## src/rtl/uart_sample_rx_if.sv

```systemverilog
// Bundles the UART line and the decoded per-channel sample outputs of uart_sample_rx.
// The receiver takes the slave modport; whoever drives rx and consumes samples takes master.
interface uart_sample_rx_if #(
  parameter int W = 16
);
  logic                rx;
  logic signed [W-1:0] sample_out0;
  logic signed [W-1:0] sample_out1;
  logic signed [W-1:0] sample_out2;
  logic signed [W-1:0] sample_out3;
  logic                sample_strobe;
  logic [1:0]          sample_ch;
  logic                rx_busy;
  logic [7:0]          err_count;

  modport master (
    output rx,
    input  sample_out0, sample_out1, sample_out2, sample_out3,
    input  sample_strobe, sample_ch, rx_busy, err_count
  );

  modport slave (
    input  rx,
    output sample_out0, sample_out1, sample_out2, sample_out3,
    output sample_strobe, sample_ch, rx_busy, err_count
  );
endinterface

```

## src/rtl/uart_sample_rx.sv

```systemverilog
// 8N1 UART receiver plus 'C','H',ch,MSB,LSB frame parser holding the last sample per channel.
// Update lands 1 clk after the LSB byte_valid; no backpressure, bytes are consumed as they arrive.
module uart_sample_rx #(
  parameter int W            = 16,
  parameter int CLK_FREQ     = 12_000_000,
  parameter int BAUD_RATE    = 1_000_000,
  parameter int TIMEOUT_CLKS = 1200
) (
  input  logic              clk,
  input  logic              rst_n,
  uart_sample_rx_if.slave   bus
);
  localparam int CPB = CLK_FREQ / BAUD_RATE;
  localparam int CW  = $clog2(CPB);
  localparam int TW  = $clog2(TIMEOUT_CLKS + 1);
  localparam logic [CW-1:0] HALF = CW'(CPB / 2);
  localparam logic [CW-1:0] LAST = CW'(CPB - 1);

  if (CPB < 4 || W != 16) begin : g_param_err
    $error("uart_sample_rx: need CLK_FREQ/BAUD_RATE >= 4 and W == 16");
  end

  typedef enum logic [2:0] {R_IDLE, R_START, R_DATA, R_STOP, R_WAIT} r_state_e;
  typedef enum logic [2:0] {P_C, P_H, P_CH, P_MSB, P_LSB} p_state_e;

  r_state_e            r_state_q;
  p_state_e            p_state_q;
  logic [1:0]          sync_q;
  logic [CW-1:0]       cnt_q;
  logic [2:0]          bit_q;
  logic [7:0]          shift_q;
  logic                byte_vld_q;
  logic                rx_busy_q;
  logic [TW-1:0]       idle_q;
  logic [7:0]          err_q;
  logic [1:0]          ch_q;
  logic [7:0]          msb_q;
  logic signed [W-1:0] sample_q [4];
  logic                strobe_q;
  logic [1:0]          sample_ch_q;

  logic rx_s;
  logic frame_err;
  logic timeout;

  assign rx_s      = sync_q[1];
  assign frame_err = (r_state_q == R_STOP) && (cnt_q == LAST) && !rx_s;
  // A byte arriving on the very cycle the idle limit is hit keeps the frame alive.
  assign timeout   = (p_state_q != P_C) && (idle_q == TW'(TIMEOUT_CLKS - 1)) && !byte_vld_q;

  always_ff @(posedge clk) begin
    if (!rst_n) begin
      sync_q     <= 2'b11;
      r_state_q  <= R_IDLE;
      cnt_q      <= '0;
      bit_q      <= '0;
      shift_q    <= '0;
      byte_vld_q <= 1'b0;
      rx_busy_q  <= 1'b0;
    end else begin
      sync_q     <= {sync_q[0], bus.rx};
      byte_vld_q <= 1'b0;
      case (r_state_q)
        R_IDLE: begin
          if (!rx_s) begin
            r_state_q <= R_START;
            cnt_q     <= '0;
            rx_busy_q <= 1'b1;
          end
        end
        R_START: begin
          if (cnt_q == HALF) begin
            cnt_q <= '0;
            bit_q <= '0;
            if (!rx_s) begin
              r_state_q <= R_DATA;
            end else begin
              r_state_q <= R_IDLE;
              rx_busy_q <= 1'b0;
            end
          end else begin
            cnt_q <= cnt_q + 1'b1;
          end
        end
        R_DATA: begin
          if (cnt_q == LAST) begin
            cnt_q   <= '0;
            shift_q <= {rx_s, shift_q[7:1]};
            bit_q   <= bit_q + 1'b1;
            if (bit_q == 3'd7) r_state_q <= R_STOP;
          end else begin
            cnt_q <= cnt_q + 1'b1;
          end
        end
        R_STOP: begin
          if (cnt_q == LAST) begin
            cnt_q <= '0;
            if (rx_s) begin
              byte_vld_q <= 1'b1;
              r_state_q  <= R_IDLE;
              rx_busy_q  <= 1'b0;
            end else begin
              r_state_q <= R_WAIT;
            end
          end else begin
            cnt_q <= cnt_q + 1'b1;
          end
        end
        R_WAIT: begin
          if (rx_s) begin
            r_state_q <= R_IDLE;
            rx_busy_q <= 1'b0;
          end
        end
        default: begin
          r_state_q <= R_IDLE;
          rx_busy_q <= 1'b0;
        end
      endcase
    end
  end

  always_ff @(posedge clk) begin
    if (!rst_n) begin
      p_state_q   <= P_C;
      idle_q      <= '0;
      err_q       <= '0;
      ch_q        <= '0;
      msb_q       <= '0;
      strobe_q    <= 1'b0;
      sample_ch_q <= '0;
      for (int i = 0; i < 4; i++) sample_q[i] <= '0;
    end else begin
      strobe_q <= 1'b0;
      if (byte_vld_q || p_state_q == P_C) idle_q <= '0;
      else                                idle_q <= idle_q + 1'b1;

      // Framing error and timeout together still count as a single error.
      if ((frame_err || timeout) && err_q != 8'hFF) err_q <= err_q + 1'b1;

      if (frame_err || timeout) begin
        p_state_q <= P_C;
      end else if (byte_vld_q) begin
        case (p_state_q)
          P_C: if (shift_q == 8'h43) p_state_q <= P_H;
          P_H: begin
            if      (shift_q == 8'h48) p_state_q <= P_CH;
            else if (shift_q == 8'h43) p_state_q <= P_H;
            else                       p_state_q <= P_C;
          end
          P_CH: begin
            if (shift_q[7:2] == 6'b001100) begin
              ch_q      <= shift_q[1:0];
              p_state_q <= P_MSB;
            end else if (shift_q == 8'h43) begin
              p_state_q <= P_H;
            end else begin
              p_state_q <= P_C;
            end
          end
          P_MSB: begin
            msb_q     <= shift_q;
            p_state_q <= P_LSB;
          end
          P_LSB: begin
            sample_q[ch_q] <= $signed({msb_q, shift_q});
            sample_ch_q    <= ch_q;
            strobe_q       <= 1'b1;
            p_state_q      <= P_C;
          end
          default: p_state_q <= P_C;
        endcase
      end
    end
  end

  assign bus.sample_out0   = sample_q[0];
  assign bus.sample_out1   = sample_q[1];
  assign bus.sample_out2   = sample_q[2];
  assign bus.sample_out3   = sample_q[3];
  assign bus.sample_strobe = strobe_q;
  assign bus.sample_ch     = sample_ch_q;
  assign bus.rx_busy       = rx_busy_q;
  assign bus.err_count     = err_q;
endmodule

```

## src/flat_wrapper.sv

```systemverilog
// flat-port wrapper written by rule: the top's interface ports become plain ports
module uart_sample_rx_flat 
#(
  parameter int W            = 16,
  parameter int CLK_FREQ     = 12_000_000,
  parameter int BAUD_RATE    = 1_000_000,
  parameter int TIMEOUT_CLKS = 1200
)
  (clk, rst_n, bus_rx, bus_sample_out0, bus_sample_out1, bus_sample_out2, bus_sample_out3, bus_sample_strobe, bus_sample_ch, bus_rx_busy, bus_err_count);
  uart_sample_rx_if #(.W(W)) bus_i ();
  input  logic clk;
  input  logic rst_n;
  input wire logic [$bits(bus_i.rx)-1:0] bus_rx;
  output wire logic [$bits(bus_i.sample_out0)-1:0] bus_sample_out0;
  output wire logic [$bits(bus_i.sample_out1)-1:0] bus_sample_out1;
  output wire logic [$bits(bus_i.sample_out2)-1:0] bus_sample_out2;
  output wire logic [$bits(bus_i.sample_out3)-1:0] bus_sample_out3;
  output wire logic [$bits(bus_i.sample_strobe)-1:0] bus_sample_strobe;
  output wire logic [$bits(bus_i.sample_ch)-1:0] bus_sample_ch;
  output wire logic [$bits(bus_i.rx_busy)-1:0] bus_rx_busy;
  output wire logic [$bits(bus_i.err_count)-1:0] bus_err_count;
  assign bus_i.rx = bus_rx;
  assign bus_sample_out0 = bus_i.sample_out0;
  assign bus_sample_out1 = bus_i.sample_out1;
  assign bus_sample_out2 = bus_i.sample_out2;
  assign bus_sample_out3 = bus_i.sample_out3;
  assign bus_sample_strobe = bus_i.sample_strobe;
  assign bus_sample_ch = bus_i.sample_ch;
  assign bus_rx_busy = bus_i.rx_busy;
  assign bus_err_count = bus_i.err_count;
  uart_sample_rx #(.W(W), .CLK_FREQ(CLK_FREQ), .BAUD_RATE(BAUD_RATE), .TIMEOUT_CLKS(TIMEOUT_CLKS)) u_core (.clk(clk), .rst_n(rst_n), .bus(bus_i));
endmodule
```

## config.mk

```make
export PLATFORM = sky130hd
export DESIGN_NAME = uart_sample_rx_flat
export DESIGN_NICKNAME = d
export VERILOG_FILES = /design/src/rtl/uart_sample_rx_if.sv /design/src/rtl/uart_sample_rx.sv /design/src/flat_wrapper.sv
export SDC_FILE = /design/constraint.sdc
export NUM_CORES = 1
export LEC_CHECK = 0
export CAP_MARGIN = 25
export CORE_MARGIN = 10
export CORE_UTILIZATION = 53
export DETAILED_ROUTE_END_ITERATION = 8
export PLACE_DENSITY = 0.79
export SKIP_CTS_REPAIR_TIMING = 1
export SYNTH_ARGS = -nofsm -noshare
export SYNTH_HDL_FRONTEND = slang
export SYNTH_SLANG_ARGS = --single-unit
```

## constraint.sdc

```tcl
create_clock -name clk -period 3.4 [get_ports clk]
set_clock_uncertainty 0.2 [all_clocks]
set_input_delay 0.51 -clock clk [delete_from_list [all_inputs] [get_ports clk]]
set_output_delay 0.51 -clock clk [all_outputs]
set_load 0.02 [all_outputs]
```

### Yosys cells after proc, flatten, opt, wreduce, memory -nomap -nowiden

Memories as Yosys holds them, arrays and structs flattened.
Index checks and enable logic that the tools add are counted.

* equal/unequal tests: 23
* add/sub/neg operators: 4
* reductions and logical operators: 28
* bitwise operators: 3
* muxes and demuxes: 36

Operators with widths (number)
* $mux W3: 11
* $eq A8 B7 Y1 const B: 2
* $mux W16: 1
* $reduce_or A16 Y1: 1
* $pmux W3 S5: 1
* $mux W1: 13
* $eq A3 B2 Y1 const B: 4
* $mux W4: 3
* $pmux W3 S4: 1
* $pmux W4 S3: 1
* $reduce_and A3 Y1: 4
* $add A11 B1 Y11 const B: 1
* $eq A11 B11 Y1 const B: 1
* $eq A3 B3 Y1 const B: 3
* $add A8 B1 Y8 const B: 1
* $ne A2 B1 Y1 const B: 4
* $ne A8 B8 Y1 const B: 1
* $reduce_and A4 Y1: 2
* $eq A3 B1 Y1 const B: 2
* $eq A6 B4 Y1 const B: 1
* $logic_not A3 Y1: 2
* $mux W2: 3
* $ne A2 B2 Y1 const B: 3
* $pmux W3 S2: 1
* other kinds (14): 27

* memories: 1
* logic and storage cells: 109
* register bits: 57
* input bits: 3
* bits in writable memories: 64

Memory list
* u_core.sample_q: words 4, bits a word 16, rd ports 4, clocked after Yosys merged registers in 0, wr ports 4, RTL line uart_sample_rx.sv:38 `logic signed [W-1:0] sample_q [4];`

### Longest topological paths before layout

Gate-level depths: netlist (run 1).

* word-level depth: 9
* depth in mapped cells: 9

### Worst setup path before layout (run 1)

No wires, ideal clock.

* kind: flip-flop to flip-flop
* from: reg u_core.cnt_q[0]
* to: mem u_core.sample_q[0][0] (enable)
* data arrival time: 2.397 ns
* setup time: 0.414 ns
* clock period less this slack: 3.012 ns
* path buffers: 1
* stages on the path, launching flop included: 7
* path slack: 0.388 ns
* cell sequence: dfxtp_1 > ha_1 > and3b_1 > buf_2 > nand2_2 > nand3_2 > o31ai_1

RTL lines
* from (decl): RTL line uart_sample_rx.sv:29 `logic [CW-1:0] cnt_q;`
* from (signal assigned): RTL line uart_sample_rx.sv:82 `cnt_q <= cnt_q + 1'b1;`
* from (signal assigned): RTL line uart_sample_rx.sv:92 `cnt_q <= cnt_q + 1'b1;`
* from (signal assigned): RTL line uart_sample_rx.sv:106 `cnt_q <= cnt_q + 1'b1;`
* to (decl): RTL line uart_sample_rx.sv:38

==> impl_metrics.tcl, run 1 <==
set metrics [dict create \
    fin_crit_ns 2.749 \
    viasPerCell 5.522 \
    hold_class "flip-flop to flip-flop" \
    grt-ovfl-total 0 \
    syn_inst 438 \
    irDropWorstVdd_v 0.0003050 \
    cts_max_path_buffers 2 \
    cts_tree "done" \
    synth_ff_type "edfxtp_1" \
    dr_total_vias 3589 \
    fin_ws_ns 0.6515 \
    io_buffer_count 78 \
    n_fill_cell 646 \
    arrival_ns 2.81 \
    dr_wl_met3_microns 905 \
    clock_sinks 121 \
    grt_max_degree 33 \
    ys_types 57 \
    first_pass_iters 5 \
    chipHeight_microns 117.1 \
    ant_nets 0 \
    finalSetupViolCount 0 \
    dpl_worst_slack_ns 0.6715 \
    tns_ns 0 \
    netlist.top_cell.by_area "edfxtp_1" \
    fmax_mhz 363.8 \
    drv_cap 0 \
    drv_slew 0 \
    synth-seq-cells 121 \
    worstSetupPathType "flip-flop to flip-flop" \
    critical_path.slowest_cell "and3b_1" \
    dr_wl_met2_mm 5.506 \
    coreArea_sq_mm 0.009196 \
    start_kind "flip-flop" \
    critPathMaxFanout 16 \
    place.gp.congestion 0.7764 \
    rsz0062_at_grt "no" \
    final_cell_mix "78 x clkdlybuf4s50_1, 64 x edfxtp_1, 63 x and2_1" \
    die_area_sq_mm 0.01370 \
    cp_num_cells 6 \
    drt-total-wl_mm 11.31 \
    cts_buffers 17 \
    seq_area_frac_synth_pct 61.35 \
    dieWidth_microns 117.1 \
    synthArstFlopShare_pct 0 \
    hold_viol 0 \
    drc 0 \
    cp.required_ns 3.47 \
    ys_top_cells_by_area "edfxtp_1 38%, dfxtp_1 23%, and2_1 7.9%" \
    clk_pin_slew_ns 0.06 \
    outcome "finished clean" \
    track_usage_pct 17.06 \
    antenna_cells 0 \
    synth_top_area_share_pct 38.50 \
    nNetsFinal 535 \
    fin_crit_sh_pct 80.84 \
    antenna_found_initial 0 \
    grt_pass1_vias 3553 \
    wl_met1_mm 4.714 \
    grt_pass1_wl_mm 18.01 \
    avgSynthCellArea_sq_um 11.40 \
    reg2reg_depth 6 \
    top_layer_used "met4" \
    critPathTopFamily "simple AND/OR/NAND/NOR gates" \
    worst_setup_path_end_kind "flip-flop" \
    drt_iter0_markers 221 \
    min_path_cells 1 \
    wl_per_cell_microns 17.40 \
    critical_path.cell_chain "ha_1 > and3b_1 > nand2_2 > and4_1 > and3_1 > and2_2" \
    rows 35 \
    slew_headroom_pct 57.93 \
    critical_path_buf_inv_count 0 \
    dp_hpwl_mm 7.702 \
    syn_to_final_growth_pct 30.35 \
    start_util_pct 54.29 \
    synth-edff-count 64 \
    powerDensity_mw_per_mm2 548.6 \
    clockRootBuffer "clkbuf_8" \
    final_common_cell "clkdlybuf4s50_1" \
    crit_path_max_incr_delay_ns 0.50 \
    io_pins 79 \
    synth_warnings 0 \
    cts-htree-levels 4 \
    p_leak_nw 2.342 \
    synth_fp_nets 447 \
    worst_pin_slew_ns 0.6311 \
    clk_latency_ns 0.51 \
    drive_above_1_share_pct 11.13 \
    syn-cell-area_sq_mm 0.004992 \
]
layout make-up:
| type | instances | area [sq um] | share of cell area, % |
|---|---|---|---|
| Timing Repair Buffer | 89 | 863.3 | 13.27 |
| Clock buffer | 18 | 417.9 | 6.422 |
| Sequential cell | 121 | 3063 | 47.07 |
| Tap cell | 111 | 138.9 | 2.134 |
| Multi-Input combinational cell | 291 | 1828 | 28.09 |
| Inverter | 6 | 22.52 | 0.3461 |
| Clock inverter | 14 | 173.9 | 2.673 |
state kept, by name, indices dropped and copies added (netlist names):
signal and cells:
u_core.bit_q 3, u_core.bus.err_count 8, u_core.bus.rx_busy 1, u_core.bus.sample_ch 2, u_core.bus.sample_strobe 1, u_core.byte_vld_q 1, u_core.ch_q 2, u_core.cnt_q 4
u_core.idle_q 11, u_core.msb_q 8, u_core.p_state_q 3, u_core.r_state_q 3, u_core.sample_q 64, u_core.shift_q 8, u_core.sync_q 2
cells by family (layout without fill, tap and decap cells):
logic type	Yosys count	count (layout)	synth area share [%]
xor gates and xnor gates	11	11	1.930
muxes	16	16	3.208
adders and majority gates	6	6	1.504
AOI/OAI and AO/OA	50	50	6.642
and+or+nand+nor	208	208	23.23
buffers and inverters	26	127	2.130
DFF	121	121	61.35
stage by stage:
step | area, sq um | power [mW] | utilization, % | cells | hold WS, ns
2_1_floorplan | 4992 | 1.727 | - | 438 | 0.1863
3_3_place_gp | 5916 | 1.825 | 64.33 | 618 | 0.1923
3_5_place_dp | 5916 | 1.833 | 64.33 | 618 | 0.1943
4_1_cts | 6507 | 3.591 | 70.76 | 650 | 0.2081
5_1_grt | 6507 | 3.685 | 70.76 | 650 | 0.2243
6_report | 6507 | 3.570 | 70.76 | 650 | 0.2069
worst paths after layout:
check	from	end	slack (ns)
setup / recovery	u_core.cnt_q[0]	u_core.sample_q[2][7]	0.65
hold / removal	u_core.sync_q[0]	u_core.sync_q[1]	0.21
setup reg to reg	u_core.cnt_q[0]	u_core.sample_q[2][7]	0.65
hold reg to reg	u_core.sync_q[0]	u_core.sync_q[1]	0.21
synth_stat cells, drive strengths merged (3+ instances only):
| cell type | instances |
|---|---|
| nor3 | 4 |
| clkbuf | 16 |
| nor3b | 3 |
| mux2i | 16 |
| xor2 | 4 |
| dfxtp | 57 |
| o21ai | 7 |
| ha | 6 |
| and3 | 9 |
| xnor2 | 7 |
| nand3b | 4 |
| buf | 4 |
| nand3 | 17 |
| and2 | 67 |
| nor2 | 38 |
| nand4 | 5 |
| edfxtp | 64 |
| nand2b | 10 |
| inv | 6 |
| nand2 | 34 |
| a21oi | 23 |
metal layers:
layer | vias up | GRT usage [%]
li1 | 1729 | -
met5 | - | 0
met1 | 1724 | 19.82
met2 | 119 | 28.20
met3 | 17 | 6.320
met4 | 0 | 6.425
power breakdown:
part           total [mW]  switching, mW  internal [mW]
logic               0.197          0.110         0.0873
clock network        1.77          0.652           1.12
registers            1.60         0.0233           1.58
total                3.57          0.785           2.78
(Power assumes the default switching activity.)
==> run 2: changes to the inputs <==
- clock period: 3.4 -> 2.7 ns (I/O delays scaled with it)
==> run 2 against run 1 <==
  * Via count rose by 1.7%
  * First-iteration DRC count fell by 4.5%
  * Combinational power rose by 34%
  * Routed wire length rose by 1.5%
  * Maximum frequency rose by 11%
  * Clock-buffer cell count fell by 1
  * Critical path type unchanged
  * Highest routed layer unchanged
==> impl_metrics.tcl, run 2 (synthesized netlist as in run 1, its figures left out) <==
set metrics [dict create \
    outcome "finished clean" \
    io_buffer_count 78 \
    pwr-share-comb_pct 5.9 \
    switchingPower_mw 1.015 \
    wl_per_cell_microns 17.47 \
    fin_hold_ws_ns 0.2170 \
    fin_ws_ns 0.2247 \
    worst_setup_path_end_kind "flip-flop" \
    fin_crit_sh_pct 91.68 \
    die_area_sq_mm 0.01370 \
    seq_power_share_pct 45.2 \
    p_int_mw 3.430 \
    grt_pass1_vias 3561 \
    drc 0 \
    antenna_cells 0 \
    chipHeight_microns 117.1 \
    grt-ovfl-total 0 \
    cts_tree "done" \
    cts-htree-levels 4 \
    dieWidth_microns 117.1 \
    drt-total-wl_mm 11.48 \
    finalSetupViolCount 0 \
    io_pins 79 \
    final_common_cell "clkdlybuf4s50_1" \
    p_leak_nw 2.377 \
    largest_reg_flops 64 \
    post-route-util_pct 71.21 \
    dp_hpwl_mm 7.652 \
    biggestRegsByFlops "u_core.sample_q (64), u_core.idle_q (11)" \
    dr_total_vias 3650 \
    clk_pin_slew_ns 0.06 \
    first_pass_iters 5 \
    power.total_mw 4.446 \
    critPathMaxFanout 16 \
    rows 35 \
    clk_latency_ns 0.51 \
    ant_nets 0 \
    viasPerCell 5.556 \
    nNetsFinal 542 \
    place_area_sq_mm 0.005968 \
    syn_to_final_growth_pct 31.18 \
    place.gp.congestion 0.7702 \
    fin_crit_ns 2.475 \
    grt_pass1_wl_mm 18.31 \
    arrival_ns 2.64 \
    cts_buffers 17 \
    hold_class "flip-flop to flip-flop" \
    drt_iter0_markers 211 \
    dpl_worst_slack_ns 0.2516 \
    start_util_pct 54.29 \
    track_usage_pct 17.31 \
    drive_above_1_share_pct 12.45 \
    powerDensity_mw_per_mm2 678.8 \
    clock_sinks 121 \
    slew_headroom_pct 43.56 \
    clockRootBuffer "clkbuf_8" \
    start_kind "flip-flop" \
    fin_cells 657 \
    regMostFlops "u_core.sample_q" \
    rsz0062_at_grt "no" \
    clockPowerShare_pct 48.9 \
    swShare_pct 22.84 \
    grt_max_degree 25 \
    drv_cap 0 \
    tns_ns 0 \
    drv_slew 0 \
    coreArea_sq_mm 0.009196 \
    cp.required_ns 2.86 \
    post-route-cell-area_sq_mm 0.006549 \
    irDropWorstVdd_v 0.0004598 \
    worstSetupPathType "flip-flop to flip-flop" \
    fmax_mhz 404.0 \
    cts_max_path_buffers 2 \
    r2r_slack_ns 0.22 \
    worst_pin_slew_ns 0.8429 \
    placed_cells 625 \
    hold_viol 0 \
    antenna_found_initial 0 \
    final_cell_mix "78 x clkdlybuf4s50_1, 64 x edfxtp_1, 63 x and2_1" \
]
==> run 2: final timing paths <==
kind | start | end | cells after the start
max reg2reg | u_core.cnt_q[0] | u_core.sample_q[0][15] | 6
max | u_core.cnt_q[0] | u_core.sample_q[0][15] | 6
min | u_core.sync_q[0] | u_core.sync_q[1] | 1
min reg2reg | u_core.sync_q[0] | u_core.sync_q[1] | 1
==> run 2: power by group through the flow <==
| stage | Sequential [mW] | Clock, mW | Combinational [mW] |
|---|---|---|---|
| after global placement | 2.05 | 0 | 0.260 |
| final | 2.01 | 2.17 | 0.264 |
| after global routing | 2.01 | 2.30 | 0.279 |
| after detailed placement | 2.05 | 0 | 0.265 |
| after CTS | 2.01 | 2.21 | 0.267 |
| after floorplan | 2.11 | 0 | 0.0612 |
==> run 2: per-layer routing <==
layer  wire length [microns]  GRT usage, %  part of all wire, %
met1                    4785         20.57                   42
met2                    5420         28.20                   47
met3                    1093         5.963                  9.5
met4                     179         6.919                  1.6
met5                       0             0                    0
==> run 2: critical path, cell delays in order (launching register included) <==
cell     delay (ns)
dfxtp_1        0.34
ha_1           0.24
and3b_1        0.21
nand2_2        0.13
and4_1         0.23
nor3b_2        0.70
and2_1         0.26
==> run 2: cell type report <==
| type | count | area (sq um) |
|---|---|---|
| inverter | 6 | 22.52 |
| sequential | 121 | 3063 |
| clock buffer | 17 | 414.1 |
| timing repair buffer | 96 | 915.9 |
| multi-input combinational | 291 | 1828 |
| tap | 111 | 138.9 |
| clock inverter | 15 | 166.4 |
| fill | 613 | 2648 |
